`config.mk`:
```
export PLATFORM = sky130hd
export DESIGN_NAME = nn_layer_sched_flat
export DESIGN_NICKNAME = d
export VERILOG_FILES = /design/src/rtl/nn_sched_pkg.sv /design/src/rtl/nn_layer_sched_if.sv /design/src/rtl/nn_sched_wdog.sv /design/src/rtl/nn_layer_sched.sv /design/src/flat_wrapper.sv
export SDC_FILE = /design/constraint.sdc
export NUM_CORES = 1
export LEC_CHECK = 0
export ABC_AREA = 0
export BUFFER_PORTS_ARGS = -buffer_cell sky130_fd_sc_hd__buf_2
export CAP_MARGIN = 40
export CELL_PAD_IN_SITES_DETAIL_PLACEMENT = 1
export CELL_PAD_IN_SITES_GLOBAL_PLACEMENT = 1
export CORE_MARGIN = 3
export CORE_UTILIZATION = 40
export CTS_CLUSTER_SIZE = 24
export DETAILED_ROUTE_END_ITERATION = 8
export PLACE_DENSITY_LB_ADDON = 0.1
export SYNTH_ARGS = -nofsm -noshare
export SYNTH_HDL_FRONTEND = slang
export SYNTH_SLANG_ARGS = --single-unit
```
`constraint.sdc`:
```
create_clock -name sys_clk -period 2.5 [get_ports sys_clk]
set_input_delay 0 -clock sys_clk [delete_from_list [all_inputs] [get_ports sys_clk]]
set_output_delay 0 -clock sys_clk [all_outputs]
set_load 0.05 [all_outputs]
```
`src/rtl/nn_sched_pkg.sv`:
```
// Shared types and constants for the layer-chain scheduler: FSM states,
// default chain depth and the layer-order index names.
package nn_sched_pkg;

    localparam int NN_NUM_LAYERS = 8;

    // Layer order along the chain, ConV1 first.
    localparam int L_CONV1 = 0;
    localparam int L_CONV2 = 1;
    localparam int L_CONV3 = 2;
    localparam int L_CONV4 = 3;
    localparam int L_CONV5 = 4;
    localparam int L_FC1   = 5;
    localparam int L_FC2   = 6;
    localparam int L_FC3   = 7;

    typedef enum logic [2:0] {
        S_IDLE,
        S_LAUNCH,
        S_RUN,
        S_DONE,
        S_ERR
    } sched_state_t;

    function automatic int idx_w(input int n);
        return (n > 1) ? $clog2(n) : 1;
    endfunction

endpackage

```
`src/rtl/nn_layer_sched_if.sv`:
```
// Control and layer-handshake bundle between the scheduler (master) and the
// host plus layer engines (slave).
interface nn_layer_sched_if
    import nn_sched_pkg::*;
#(
    parameter int NUM_LAYERS = NN_NUM_LAYERS,
    parameter int CYC_W      = 32
);
    localparam int LW = idx_w(NUM_LAYERS);

    logic                  start_flag;
    logic                  abort;
    logic [NUM_LAYERS-1:0] layer_done;
    logic [NUM_LAYERS-1:0] layer_start;
    logic [LW-1:0]         layer_sel;
    logic                  busy;
    logic                  end_flag;
    logic                  err_timeout;
    logic [LW-1:0]         err_layer;
    logic [CYC_W-1:0]      cycle_cnt;

    modport master (
        input  start_flag, abort, layer_done,
        output layer_start, layer_sel, busy, end_flag, err_timeout, err_layer, cycle_cnt
    );

    modport slave (
        output start_flag, abort, layer_done,
        input  layer_start, layer_sel, busy, end_flag, err_timeout, err_layer, cycle_cnt
    );

endinterface

```
`src/rtl/nn_sched_wdog.sv`:
```
// Per-layer watchdog: counts enabled cycles, tc flags the cycle whose
// increment brings the count to all-ones.
module nn_sched_wdog #(
    parameter int W = 24
) (
    input  logic sys_clk,
    input  logic rst_n,
    input  logic clr,
    input  logic en,
    output logic tc
);
    localparam logic [W-1:0] PRE_TERM = {{(W-1){1'b1}}, 1'b0};

    logic [W-1:0] cnt;

    always_ff @(posedge sys_clk) begin
        if (!rst_n) begin
            cnt <= '0;
        end else if (clr) begin
            cnt <= '0;
        end else if (en && cnt != '1) begin
            cnt <= cnt + 1'b1;
        end
    end

    assign tc = en && (cnt == PRE_TERM);

endmodule

```
`src/rtl/nn_layer_sched.sv`:
```
// Sequences one inference through the layer chain: one start pulse per layer,
// advance on that layer's done, watchdog per layer, abort and cycle accounting.
module nn_layer_sched
    import nn_sched_pkg::*;
#(
    parameter int NUM_LAYERS = NN_NUM_LAYERS,
    parameter int TIMEOUT_W  = 24,
    parameter int CYC_W      = 32
) (
    input  logic             sys_clk,
    input  logic             rst_n,
    nn_layer_sched_if.master bus
);
    localparam int                    LW        = idx_w(NUM_LAYERS);
    localparam logic [LW-1:0]         FIRST_IDX = LW'(L_CONV1);
    localparam logic [LW-1:0]         LAST_IDX  = LW'(NUM_LAYERS - 1);
    localparam logic [NUM_LAYERS-1:0] ONE_BIT   = NUM_LAYERS'(1);

    sched_state_t  state;
    logic [LW-1:0] idx;
    logic          in_run;
    logic          cur_done;
    logic          wd_tc;

    assign in_run        = (state == S_RUN);
    assign cur_done      = bus.layer_done[idx];
    assign bus.layer_sel = idx;

    nn_sched_wdog #(.W(TIMEOUT_W)) u_wdog (
        .sys_clk (sys_clk),
        .rst_n   (rst_n),
        .clr     (!in_run),
        .en      (in_run),
        .tc      (wd_tc)
    );

    always_ff @(posedge sys_clk) begin
        if (!rst_n) begin
            state           <= S_IDLE;
            idx             <= '0;
            bus.layer_start <= '0;
            bus.busy        <= 1'b0;
            bus.end_flag    <= 1'b0;
            bus.err_timeout <= 1'b0;
            bus.err_layer   <= '0;
            bus.cycle_cnt   <= '0;
        end else begin
            bus.layer_start <= '0;
            bus.end_flag    <= 1'b0;
            if (bus.busy && bus.cycle_cnt != '1)
                bus.cycle_cnt <= bus.cycle_cnt + 1'b1;

            case (state)
                S_IDLE: begin
                    if (bus.start_flag) begin
                        idx             <= FIRST_IDX;
                        bus.cycle_cnt   <= '0;
                        bus.err_timeout <= 1'b0;
                        bus.layer_start <= ONE_BIT;
                        bus.busy        <= 1'b1;
                        state           <= S_LAUNCH;
                    end
                end
                S_LAUNCH: begin
                    if (bus.abort) begin
                        bus.busy <= 1'b0;
                        state    <= S_IDLE;
                    end else begin
                        state <= S_RUN;
                    end
                end
                S_RUN: begin
                    // Priority: abort, then done, then watchdog expiry.
                    if (bus.abort) begin
                        bus.busy <= 1'b0;
                        state    <= S_IDLE;
                    end else if (cur_done) begin
                        if (idx == LAST_IDX) begin
                            bus.busy     <= 1'b0;
                            bus.end_flag <= 1'b1;
                            state        <= S_DONE;
                        end else begin
                            idx             <= idx + 1'b1;
                            bus.layer_start <= ONE_BIT << (idx + 1'b1);
                            state           <= S_LAUNCH;
                        end
                    end else if (wd_tc) begin
                        bus.busy        <= 1'b0;
                        bus.err_timeout <= 1'b1;
                        bus.err_layer   <= idx;
                        state           <= S_ERR;
                    end
                end
                S_DONE:  state <= S_IDLE;
                S_ERR:   state <= S_IDLE;
                default: state <= S_IDLE;
            endcase
        end
    end

endmodule

```
`src/flat_wrapper.sv`:
```
// flat-port wrapper written by rule: the top's interface ports become plain ports
module nn_layer_sched_flat import nn_sched_pkg::*;
#(
    parameter int NUM_LAYERS = NN_NUM_LAYERS,
    parameter int TIMEOUT_W  = 24,
    parameter int CYC_W      = 32
)
  (sys_clk, rst_n, bus_start_flag, bus_abort, bus_layer_done, bus_layer_start, bus_layer_sel, bus_busy, bus_end_flag, bus_err_timeout, bus_err_layer, bus_cycle_cnt);
  nn_layer_sched_if #(.NUM_LAYERS(NUM_LAYERS), .CYC_W(CYC_W)) bus_i ();
  input  logic sys_clk;
  input  logic rst_n;
  input wire logic [$bits(bus_i.start_flag)-1:0] bus_start_flag;
  input wire logic [$bits(bus_i.abort)-1:0] bus_abort;
  input wire logic [$bits(bus_i.layer_done)-1:0] bus_layer_done;
  output wire logic [$bits(bus_i.layer_start)-1:0] bus_layer_start;
  output wire logic [$bits(bus_i.layer_sel)-1:0] bus_layer_sel;
  output wire logic [$bits(bus_i.busy)-1:0] bus_busy;
  output wire logic [$bits(bus_i.end_flag)-1:0] bus_end_flag;
  output wire logic [$bits(bus_i.err_timeout)-1:0] bus_err_timeout;
  output wire logic [$bits(bus_i.err_layer)-1:0] bus_err_layer;
  output wire logic [$bits(bus_i.cycle_cnt)-1:0] bus_cycle_cnt;
  assign bus_i.start_flag = bus_start_flag;
  assign bus_i.abort = bus_abort;
  assign bus_i.layer_done = bus_layer_done;
  assign bus_layer_start = bus_i.layer_start;
  assign bus_layer_sel = bus_i.layer_sel;
  assign bus_busy = bus_i.busy;
  assign bus_end_flag = bus_i.end_flag;
  assign bus_err_timeout = bus_i.err_timeout;
  assign bus_err_layer = bus_i.err_layer;
  assign bus_cycle_cnt = bus_i.cycle_cnt;
  nn_layer_sched #(.NUM_LAYERS(NUM_LAYERS), .TIMEOUT_W(TIMEOUT_W), .CYC_W(CYC_W)) u_core (.sys_clk(sys_clk), .rst_n(rst_n), .bus(bus_i));
endmodule
```
==> results.md, run 1 <==
* Pin count of the biggest net entering global routing at 32
* Layout cells sized above 1 at 21.1%
* Worst reg2reg endpoint: u_core.bus.cycle_cnt[31]$_SDFF_PN0_
* Ant. Diodes at 0
* Synth cell types at 59
* WP data required at 2780 ps
* Cell accounting for the most synthesized area: dfxtp_1
* Top-count cell post-synth: dfxtp_1
* Crit path DAT at 2580 ps
* Fin. max-slew vios at 0
* Gpl congestion at 0.824
* Post-synthesis average cell area at 8.56 sq um
* Critical setup path kind: reg -> reg
* Clk buf depth at 2
* Core Area at approximately 9000 sq um
* Hold Fails Final Rpt at 0
* Initial antenna violation count at 0
* Power per Cell Area at 511 nW/um^2
* Post-synth ARST share at 0%
* Max-slew headroom at a little under three fifths
* WL/cell at 16.0 um
* Most frequent cells after synthesis: dfxtp_1 (76), nor2_1 (39), a21oi_1 (34), nand2_1 (29)
* Slowest stage delay, CP at 540 ps
* Internal power at 1740 uW
* First-pass GRT wire length at 16,800 um
* Synth area leaders: dfxtp_1 (41%), xnor2_1 (4.9%), a21oi_1 (4.6%), nor2_1 (3.9%), or3_1 (3.9%)
* Fmax at 0.434 GHz
* Area grow syn2layout at 19.6%
* Yosys reg bits at 76
* Minimum clock period at 2300 ps
* FF-to-FF path depth at 5
* Vias at 3,537
* Cell Rows at 34
* Worst Hold End: u_core.state[0]$_SDFFE_PN0P_
* Number of DRC markers in iteration 0 at 99
* MaxCap Viol Count at 0
* Most used cell, CP: or3_1
* FF-to-FF setup slack at between 150 and 200 ps
* Tcrit/Tclk final at 92.1%
* Fin nets at 530
* Min-Delay Path Class: in -> reg
* Synth warn at 0
* VDD IR-drop max at 0.263 mV
* Initial Utilization at a little over two fifths
* Y dimension of the die at 102 um
* P_leak at 0.00162 uW
* Mapped Nets at 457
* Mapped Cells at around 440
* Combinational share of power at 5.1%
* Critical path endpoint category: flip-flop
* Cell Area, Synth at 3720 sq um
* Switch share at roughly a quarter
* Detailed Route WL at 9960 um
* CP max FO at 9
* Final Core Density at 50.1%
* Worst-path clk slew at around 80 ps
* WP depth at 5
* CTS tree: built
* Port Buffers at 60
* Final setup TNS at 0 ps
* Inserted Clock Buffers at 9
* Startpoint class of the critical path: flip-flop
* Tot Pwr at about 2300 uW
* Grt total ovfl at 0
* Share of the synthesized area in the top cell type at 40.9%
* Vias in the first global route at 3,537
* Routed Antenna Nets at 0
* Setup-failing EPs final at 0
* Buf/Inv on CP at 0
* Clk root buf: clkbuf_8
* CP startpoint: u_core.bus.cycle_cnt[3]$_SDFF_PN0_
* Die area at approximately 10,000 sq um
* Critical-path cell list: nand4_1, or3_1, nand4bb_1, or3_1, a21oi_1
* Detailed Routing Iterations Pass 1 at 4
* Global Route Usage Sum at 19.9%
* Predominant post-synthesis flop cell: dfxtp_1
* Hold Crit Depth at 3
* Detailed placer's ending HPWL at 7380 um
* Sequential-to-total area share from yosys stat at 40.9%
* Die Width at 102 um
* # DRC at 0
* Clk pwr share at about two fifths
* Skew-Pair Late Insertion Delay at about 340 ps
* Unrepaired setup endpoints after global routing: no
* Total clock sinks at 76
* Sequential share of power at a little over half
* Hold Startpoint: bus_abort
* Final Skew at about 11 ps
* Delay-heaviest family, CP: simple AND/OR/NAND/NOR gates
* CTS HTree Levels at 3
* Drt via density at between 5 and 6
* EDFF count, synth at 0
* I/O pins at 61
* Reg-to-Reg Start: u_core.bus.cycle_cnt[3]$_SDFF_PN0_
* Postcts setup bufs at 0
* Outcome: finished, final reports clean
* Psw at approximately 530 uW
* Critical Path Slowest Stage Cell: or3_1
* Slew @ Worst Pin at 641 ps
sequential cells by signal, indices dropped and copies added, names as in the netlist:
register,cells
u_core.bus.cycle_cnt,32
u_core.bus.layer_sel,3
u_core.bus.err_layer,3
u_core.u_wdog.cnt,24
u_core.bus.err_timeout,1
u_core.bus.end_flag,1
u_core.bus.layer_start,8
u_core.state,3
u_core.bus.busy,1
per-stage QoR:
stage | instances | cell area [sq um] | hold WS (ps) | setup slack [ps]
6_report | 621 | 4450 | 47.1 | 198
5_1_grt | 621 | 4450 | 73.9 | 6.67
4_1_cts | 621 | 4440 | 27.4 | 109
3_5_place_dp | 603 | 4230 | 328 | 145
3_3_place_gp | 603 | 4230 | 333 | 233
2_1_floorplan | 435 | 3720 | 164 | 5.81
cells by family (layout without fill, tap and decap cells):
logic type               Yosys count  after routing  share of synthesized area (%)
AO/OA/AOI/OAI                    103            103                           17.7
XOR/XNOR                          22             22                           5.18
adder cells (fa/ha/maj)           10             10                           3.36
buffers and inverters             35            113                           3.56
flip-flops                        76             76                           40.9
multiplexers                       6              6                           1.71
AND/OR/NAND/NOR                  183            183                           27.6
worst max path at each step:
stage / slack (ps) / endpoint
2_1_floorplan: 6 / u_core.bus.busy$_SDFFE_PN0P_
3_3_place_gp: 230 / u_core.u_wdog.cnt[23]$_SDFFE_PN0P_
3_5_place_dp: 150 / u_core.u_wdog.cnt[23]$_SDFFE_PN0P_
4_1_cts: 110 / u_core.u_wdog.cnt[23]$_SDFFE_PN0P_
5_1_grt: 7 / u_core.bus.cycle_cnt[28]$_SDFF_PN0_
6_report: 200 / u_core.bus.cycle_cnt[31]$_SDFF_PN0_
power by group through the flow:
stage,sequential [uW],combinational [uW],clock [uW]
3_3_place_gp,1250,110,0
6_report,1220,116,935
5_1_grt,1220,127,1020
4_1_cts,1220,116,962
3_5_place_dp,1250,113,0
2_1_floorplan,1270,53.2,0
placed cells by master (no fill, tap or decap), types with 6 or more instances in the layout:
master | netlist | layout
a211oi_1 | 6 | 6
a21oi_1 | 34 | 34
buf_2 | 1 | 60
buf_4 | 0 | 13
clkbuf_8 | 0 | 10
dfxtp_1 | 76 | 75
ha_1 | 10 | 10
inv_1 | 21 | 21
nand2_1 | 29 | 29
nand3_1 | 19 | 19
nand4_1 | 16 | 16
nor2_1 | 39 | 39
nor3_1 | 11 | 11
nor4_1 | 9 | 9
o21ai_0 | 23 | 23
o31ai_1 | 6 | 6
or3_1 | 23 | 23
or4_1 | 7 | 6
xnor2_1 | 21 | 21
layer usage:
| metal | global-route usage, % | part of all wire [%] | up-vias |
|---|---|---|---|
| li1 | - | - | 1756 |
| met1 | 26.5 | 49 | 1711 |
| met2 | 33.0 | 47 | 57 |
| met3 | 2.80 | 3.0 | 13 |
| met4 | 6.96 | 1.4 | 0 |
| met5 | 0 | 0 | - |
area by class of cell:
| cell class | count | area, sq um |
|---|---|---|
| Fill cell | 1078 | 4440 |
| Multi-Input combinational cell | 324 | 2080 |
| Sequential cell | 76 | 1520 |
| Timing Repair Buffer | 76 | 438 |
| Clock buffer | 12 | 145 |
| Tap cell | 108 | 135 |
| Inverter | 21 | 78.8 |
| Clock inverter | 4 | 48.8 |
repair_timing:
action,in CTS,in global routing
hold buffers,2,0
gates resized for setup,0,3
hold endpoints to repair,2,0
setup endpoints to repair,0,7
tightest hold or removal path, cell delays in order:
cell	delay, ps
buf_2	140
or4_1	140
a21oi_1	70
No activity file was read; power rests on OpenSTA's default activity.
==> inputs of run 2 (changes only) <==
--- a/config.mk
+++ b/config.mk
@@ -17,4 +17,5 @@
 export PLACE_DENSITY_LB_ADDON = 0.1
 export SYNTH_ARGS = -nofsm -noshare
 export SYNTH_HDL_FRONTEND = slang
+export SYNTH_HIERARCHICAL = 1
 export SYNTH_SLANG_ARGS = --single-unit
==> run 2 against run 1 <==
  * Global-route usage fell by 0.89 points
  * Sequential share of layout area grew 0.068 points
  * Largest power group unchanged
  * Combinational power fell by 9%
  * Highest routed layer unchanged
==> results.md, run 2 <==
* Layout cells sized above 1 at 21.0% (-0.041 points)
* P_leak at 0.00158 uW (-2.1%)
* Cell Rows at 34 (unchanged)
* Detailed Routing Iterations Pass 1 at 4 (unchanged)
* Minimum clock period at 2350 ps (+50.7 ps)
* VDD IR-drop max at 0.343 mV (+30%)
* EDFF count, synth at 0 (unchanged)
* Unrepaired setup endpoints after global routing: no
* Clk root buf: clkbuf_8
* Tcrit/Tclk final at 94.1% (+2.0 points)
* Hold_ws at 20.5 ps (-26.6 ps)
* WP data required at 2760 ps (-20 ps)
* MaxCap Viol Count at 0 (unchanged)
* Share of the synthesized area in the top cell type at 40.6% (-0.23 points)
* Cell Area, Synth at 3740 sq um (+0.57%)
* Critical Path Slowest Stage Cell: or4_4
* CTS tree: built
* Final Non-Filler Cells at 622 (+0.16%)
* Detailed placer's ending HPWL at 7100 um (-3.7%)
* # DRC at 0 (unchanged)
* Port Buffers at 60 (unchanged)
* Top-count cell post-synth: dfxtp_1
* Fin. max-slew vios at 0 (unchanged)
* Post-DP Area at 4220 sq um (-0.18%)
* Drt via density at 5.66 (-0.64%)
* Post-synthesis average cell area at 8.61 sq um (+0.57%)
* Most frequent cells after synthesis: dfxtp_1 (76), nor2_1 (38), a21oi_1 (35), o21ai_0 (32), nand2_1 (30)
* Area grow syn2layout at 18.6%
* Vias in the first global route at 3,351 (-5.3%)
* Vias at 3,520 (-0.48%)
* Number of DRC markers in iteration 0 at 75 (-24%)
* Sequential-to-total area share from yosys stat at 40.6% (-0.23 points)
* Synth warn at 6 (+6)
* Die Width at 103 um (+0.27%)
* Outcome: finished, final reports clean
* Most used cell, CP: nor2_1
* Placed Instances at 604 (+0.17%)
* Routed Antenna Nets at 0 (unchanged)
* Largest register by flop count: u_core/bus.cycle_cnt
* Skew-Pair Late Insertion Delay at 360 ps (+20 ps)
* Max reg flops at 32 (unchanged)
* Post-synth ARST share at 0% (unchanged)
* Slowest stage delay, CP at 600 ps (+60 ps)
* Design Area, Final at 4440 sq um (-0.28%)
* Crit path DAT at 2610 ps (+30 ps)
* Commonest cells after routing, fill and taps aside: dfxtp_1 (76), buf_2 (60), nor2_1 (38)
* Critical setup path kind: reg -> reg
* Inserted Clock Buffers at 9 (unchanged)
* Ant. Diodes at 0 (unchanged)
* Commonest non-fill, non-tap cell in the layout: dfxtp_1
* Critical path endpoint category: flip-flop
* Yosys reg bits at 76 (unchanged)
* Synth cell types at 55 (-6.8%)
* CTS HTree Levels at 3 (unchanged)
* Core Area at 8890 sq um (unchanged)
* Power per Cell Area at 516 nW/um^2 (+0.99%)
* WL/cell at 15.5 um (-3.1%)
* CP max FO at 10 (+1)
* Y dimension of the die at 103 um (+0.27%)
* Initial antenna violation count at 0 (unchanged)
* Die area at 10,600 sq um (+0.54%)
* Detailed Route WL at 9670 um (-3.0%)
* Mapped Cells at 435 (unchanged)
* I/O pins at 61 (unchanged)
* Startpoint class of the critical path: flip-flop
* First-pass GRT wire length at 16,000 um (-4.7%)
* Predominant post-synthesis flop cell: dfxtp_1
* Biggest regs: u_core/bus.cycle_cnt x32, u_core/u_wdog/cnt x24, u_core/bus.layer_start x8
* Gpl congestion at 0.802 (-2.6%)
* Critical-path cell list: nand4_4, or4_4, nor2_1, nor2_1, mux2i_1, a31oi_1, a311oi_1
* Total clock sinks at 76 (unchanged)
* Global Route Usage Sum at 19.1% (-0.89 points)
* Initial Utilization at 42.1% (+0.24 points)
* Min-Delay Path Class: in -> reg
* Fin nets at 531 (+0.19%)
* Mapped Nets at 457 (unchanged)
* Synth area leaders: dfxtp_1 (41%), a21oi_1 (4.7%), o21ai_0 (4.3%), or3_1 (4.2%), nor2_1 (3.8%)
* Setup-failing EPs final at 0 (unchanged)
* Hold Fails Final Rpt at 0 (unchanged)
* Grt total ovfl at 0 (unchanged)
* Max-slew headroom at 57.7% (+0.47 points)
* Clk buf depth at 2 (unchanged)
* Slew @ Worst Pin at 618 ps (-23.0 ps)
* Cell accounting for the most synthesized area: dfxtp_1
* Final Skew at 16.0 ps (+4.69 ps)
* Final setup TNS at 0 ps (unchanged)
* Pin count of the biggest net entering global routing at 33 (+3.1%)
* Fmax at 0.425 GHz (-2.2%)
* Worst-path clk slew at 80 ps (about the same)
## run 2: cell count changes in the layout (fill, tap and decap cells not counted), sizes merged, moves of 4 or more
cell and delta:
and3 +5, a211oi -4, inv -5, xnor2 -7, xor2 +4, mux2i +5
o21ai +10, o31ai +4, nand3 +4
## run 2: power by group
group          switching, uW  internal [uW]  leakage (uW)
registers               6.06           1220      0.000613
clock network            451            513      0.000102
logic                   71.8           34.0      0.000867
total                    529           1760       0.00158
## run 2: kinds of logic (layout without fill, tap and decap cells)
kind of cell / after synthesis / in the layout / synth area share, %
AO/OA/AOI/OAI: 102 / 102 / 16.9
AND/OR/NAND/NOR: 190 / 190 / 28.5
flip-flops: 76 / 76 / 40.6
buffers and inverters: 29 / 108 / 3.38
adder cells (fa/ha/maj): 10 / 10 / 3.34
XOR/XNOR: 19 / 19 / 4.45
multiplexers: 9 / 9 / 2.74
## run 2: stage by stage
step	power (uW)	setup slack [ps]	util, %
floorplan	1320	53.0	-
global placement	1350	284	47.4
detailed placement	1350	181	47.4
CTS	2330	153	49.9
global route	2400	15.7	49.9
finish	2290	148	49.9
## run 2: path summary, 6_finish.rpt
check                                                          from                                  end  slack [ps]  cells after the start
worst min register to register  u_core/bus.err_timeout$_SDFFE_PN0P_  u_core/bus.err_timeout$_SDFFE_PN0P_         480                      2
worst min-delay path                                          rst_n       u_core/bus.end_flag$_SDFF_PP0_          20                      3
worst max-delay path              u_core/u_wdog/cnt[8]$_SDFFE_PP0P_         u_core/bus.busy$_SDFFE_PN0P_         150                      7
worst max register to register    u_core/u_wdog/cnt[8]$_SDFFE_PP0P_         u_core/bus.busy$_SDFFE_PN0P_         150                      7
## run 2: area by class of cell
class | count | area [sq um]
Clock inverter | 4 | 47.5
Tap cell | 108 | 135
Clock buffer | 12 | 155
Sequential cell | 76 | 1520
Multi-Input combinational cell | 330 | 2100
Timing Repair Buffer | 75 | 418
Fill cell | 1094 | 4450
Inverter | 17 | 63.8
## run 2: worst max-delay path, delay by kind of cell (launching register included)
kind            cells  cell delay (ps)
flops               1              460
simple gates        4             1290
mux                 1              190
compound gates      2              340
## run 2: per-layer routing
layer | wire length [um] | global-route usage (%)
met5 | 0 | 0
met4 | 54 | 3.59
met3 | 345 | 5.21
met2 | 4850 | 33.4
met1 | 4420 | 23.7
## run 2: timing repair
| item | CTS | global route |
|---|---|---|
| buffers inserted | 0 | 0 |
| hold buffers | 2 | 0 |
| gates resized for setup | 0 | 0 |
| endpoints found under the hold margin | 2 | 0 |
==> inputs of run 3 (changes only) <==
--- a/config.mk
+++ b/config.mk
@@ -11,7 +11,7 @@
 export CELL_PAD_IN_SITES_DETAIL_PLACEMENT = 1
 export CELL_PAD_IN_SITES_GLOBAL_PLACEMENT = 1
 export CORE_MARGIN = 3
-export CORE_UTILIZATION = 40
+export CORE_UTILIZATION = 38
 export CTS_CLUSTER_SIZE = 24
 export DETAILED_ROUTE_END_ITERATION = 8
 export PLACE_DENSITY_LB_ADDON = 0.1
==> constraint.sdc (replaced) <==
create_clock -name sys_clk -period 2 [get_ports sys_clk]
set_input_delay 0 -clock sys_clk [delete_from_list [all_inputs] [get_ports sys_clk]]
set_output_delay 0 -clock sys_clk [all_outputs]
set_load 0.05 [all_outputs]
==> run 3 against run 2 <==
  * The run now ends with setup timing left
  * Cell count is 11% higher
  * Via count is 8.1% higher
  * Power is 33% higher
  * Critical path type unchanged
  * Critical endpoint is now u_core/bus.cycle_cnt[28]$_SDFF_PN0_
==> results.md, run 3 (same netlist as run 2, synthesis figures left out) <==
* Cell Rows at 35 (+2.9%)
* Final Non-Filler Cells at 690 (+11%)
* Biggest regs: u_core/bus.cycle_cnt x32, u_core/u_wdog/cnt x24, u_core/bus.layer_start x8
* Buf/Inv on CP at 1 (+1)
* Skew-Pair Late Insertion Delay at 350 ps (about the same)
* Final Skew at 11.5 ps (-4.58 ps)
* Grt total ovfl at 0 (unchanged)
* Power per Cell Area at 594 nW/um^2 (+15%)
* Clk buf depth at 2 (unchanged)
* Number of DRC markers in iteration 0 at 110 (+47%)
* CTS HTree Levels at 3 (unchanged)
* # DRC at 0 (unchanged)
* Largest register by flop count: u_core/bus.cycle_cnt
* Global Route Usage Sum at 20.1% (+1.0 points)
* Core Area at 9420 sq um (+5.9%)
* Gpl congestion at 0.799 (-0.36%)
* I/O pins at 61 (unchanged)
* Startpoint class of the critical path: flip-flop
* Ant. Diodes at 0 (unchanged)
* Max-slew headroom at 62.6% (+4.8 points)
* Layout cells sized above 1 at 39.0% (+18 points)
* Slew @ Worst Pin at 561 ps (-57.5 ps)
* Critical path endpoint category: flip-flop
* Outcome: finished, violations left
* CTS tree: built
* Port Buffers at 60 (unchanged)
* Minimum clock period at 2060 ps (-296 ps)
* Pin count of the biggest net entering global routing at 33 (unchanged)
* Hold Fails Final Rpt at 0 (unchanged)
* Commonest cells after routing, fill and taps aside: buf_2 (60), buf_4 (51), dfxtp_2 (37)
* Y dimension of the die at 105 um (+2.4%)
* Fin. max-slew vios at 0 (unchanged)
* Setup-failing EPs final at 9 (+9)
* Critical-path cell list: ha_4, inv_1, or4_4, a31o_4, or4_1, a21oi_1
* Detailed Routing Iterations Pass 1 at 4 (unchanged)
* Unrepaired setup endpoints after global routing: yes
* Tot Pwr at 3050 uW (+33%)
* P_leak at 0.00189 uW (+19%)
* CP max FO at 7 (-3)
* Final Core Density at 54.4% (+4.5 points)
* First-pass GRT wire length at 18,400 um (+15%)
* WP data required at 2270 ps (-490 ps)
* Critical Path Slowest Stage Cell: or4_4
* Fin nets at 578 (+8.9%)
* Routed Antenna Nets at 0 (unchanged)
* Setup ws final at -56.4 ps (-204 ps)
* Slowest stage delay, CP at 560 ps (-40 ps)
* Total clock sinks at 76 (unchanged)
* Initial antenna violation count at 0 (unchanged)
* Placed Instances at 655 (+8.4%)
* Vias at 3,805 (+8.1%)
* Die Width at 105 um (+2.4%)
* Clk root buf: clkbuf_8
* Commonest non-fill, non-tap cell in the layout: buf_2
* Max reg flops at 32 (unchanged)
* Drt via density at 5.51 (-2.6%)
* Inserted Clock Buffers at 9 (unchanged)
* Initial Utilization at 39.8% (-2.3 points)
* Critical setup path kind: reg -> reg
* Worst-path clk slew at 80 ps (about the same)
* Hold_ws at 257 ps (+237 ps)
* Fmax at 0.486 GHz (+14%)
* Min-Delay Path Class: in -> reg
* Vias in the first global route at 3,816 (+14%)
* VDD IR-drop max at 0.252 mV (-27%)
* MaxCap Viol Count at 0 (unchanged)
* Delay-heaviest family, CP: simple AND/OR/NAND/NOR gates
* Die area at 11,100 sq um (+5.0%)
* Area grow syn2layout at 36.9%
* Detailed Route WL at 11,300 um (+16%)
* Design Area, Final at 5120 sq um (+15%)
* Failing checks: setup timing
* Detailed placer's ending HPWL at 7770 um (+9.4%)
* Post-DP Area at 4550 sq um (+7.9%)
* Tcrit/Tclk final at 103% (+8.7 points)
* WL/cell at 16.3 um (+4.9%)
* Crit path DAT at 2330 ps (-280 ps)
==> run 3: changes by cell type in the layout (fill, tap and decap cells not counted), sizes merged <==
cell	change
buf	+45
clkbuf	-1
clkinvlp	+1
dlygate4sd3	+1
bufinv	+1
clkinv	-1
a31o	+1
==> run 3: metal layers <==
layer  up-vias  global-route usage, %  wire length, um
met3        14                   3.12              302
li1       1859                      -                -
met2        54                   35.7             5780
met5         -                      0                0
met1      1878                   24.7             5020
met4         0                   6.19              144
==> run 3: what timing repair did <==
| item | in CTS | in global routing |
|---|---|---|
| endpoints found under the setup margin | 18 | 50 |
| endpoints found under the hold margin | 4 | 0 |
| gates cloned | 1 | 1 |
| setup buffers | 6 | 8 |
| hold buffers | 3 | 0 |
| gates resized for setup | 6 | 51 |
| pin swaps | 4 | 20 |
==> run 3: area by class of cell <==
type,instances,area [sq um]
multi-input cells,331,2270
clock buffers,11,151
clock inverters,5,83.8
fillers,1133,4290
flip-flops and latches,76,1590
well taps,129,161
inverters,17,63.8
repair buffers,121,805
==> run 3: power breakdown <==
group	total (uW)	internal, uW	switching [uW]
Sequential	1520	1510	6.58
Combinational	164	63.9	101
Clock	1360	773	590
==> run 3: worst reg2reg max path: cells and delay by family, from the launching register on <==
kind	cells	cell delay, ps
and+or+nand+nor	2	970
AOI/OAI and AO/OA	2	430
buffers and inverters	1	60
adders and majority gates	1	150
DFF	1	380
==> run 3: through the flow <==
step                setup TNS, ps  setup WS (ps)
CTS                          -124          -41.7
floorplan                   -58.5          -33.5
detailed placement           -283          -79.5
global placement                0           30.2
global route                -1590           -117
finish                       -193          -56.4
==> run 3: path summary, 6_finish.rpt <==
check                                          start                                    to  slack, ps  cells past startpoint
setup / recovery  u_core/bus.cycle_cnt[1]$_SDFF_PN0_   u_core/bus.cycle_cnt[28]$_SDFF_PN0_        -60                      6
hold / removal                     bus_layer_done[4]  u_core/bus.err_layer[2]$_SDFFE_PN0P_        260                      6
setup reg to reg  u_core/bus.cycle_cnt[1]$_SDFF_PN0_   u_core/bus.cycle_cnt[28]$_SDFF_PN0_        -60                      6
hold reg to reg    u_core/u_wdog/cnt[2]$_SDFFE_PP0P_     u_core/u_wdog/cnt[2]$_SDFFE_PP0P_        470                      1
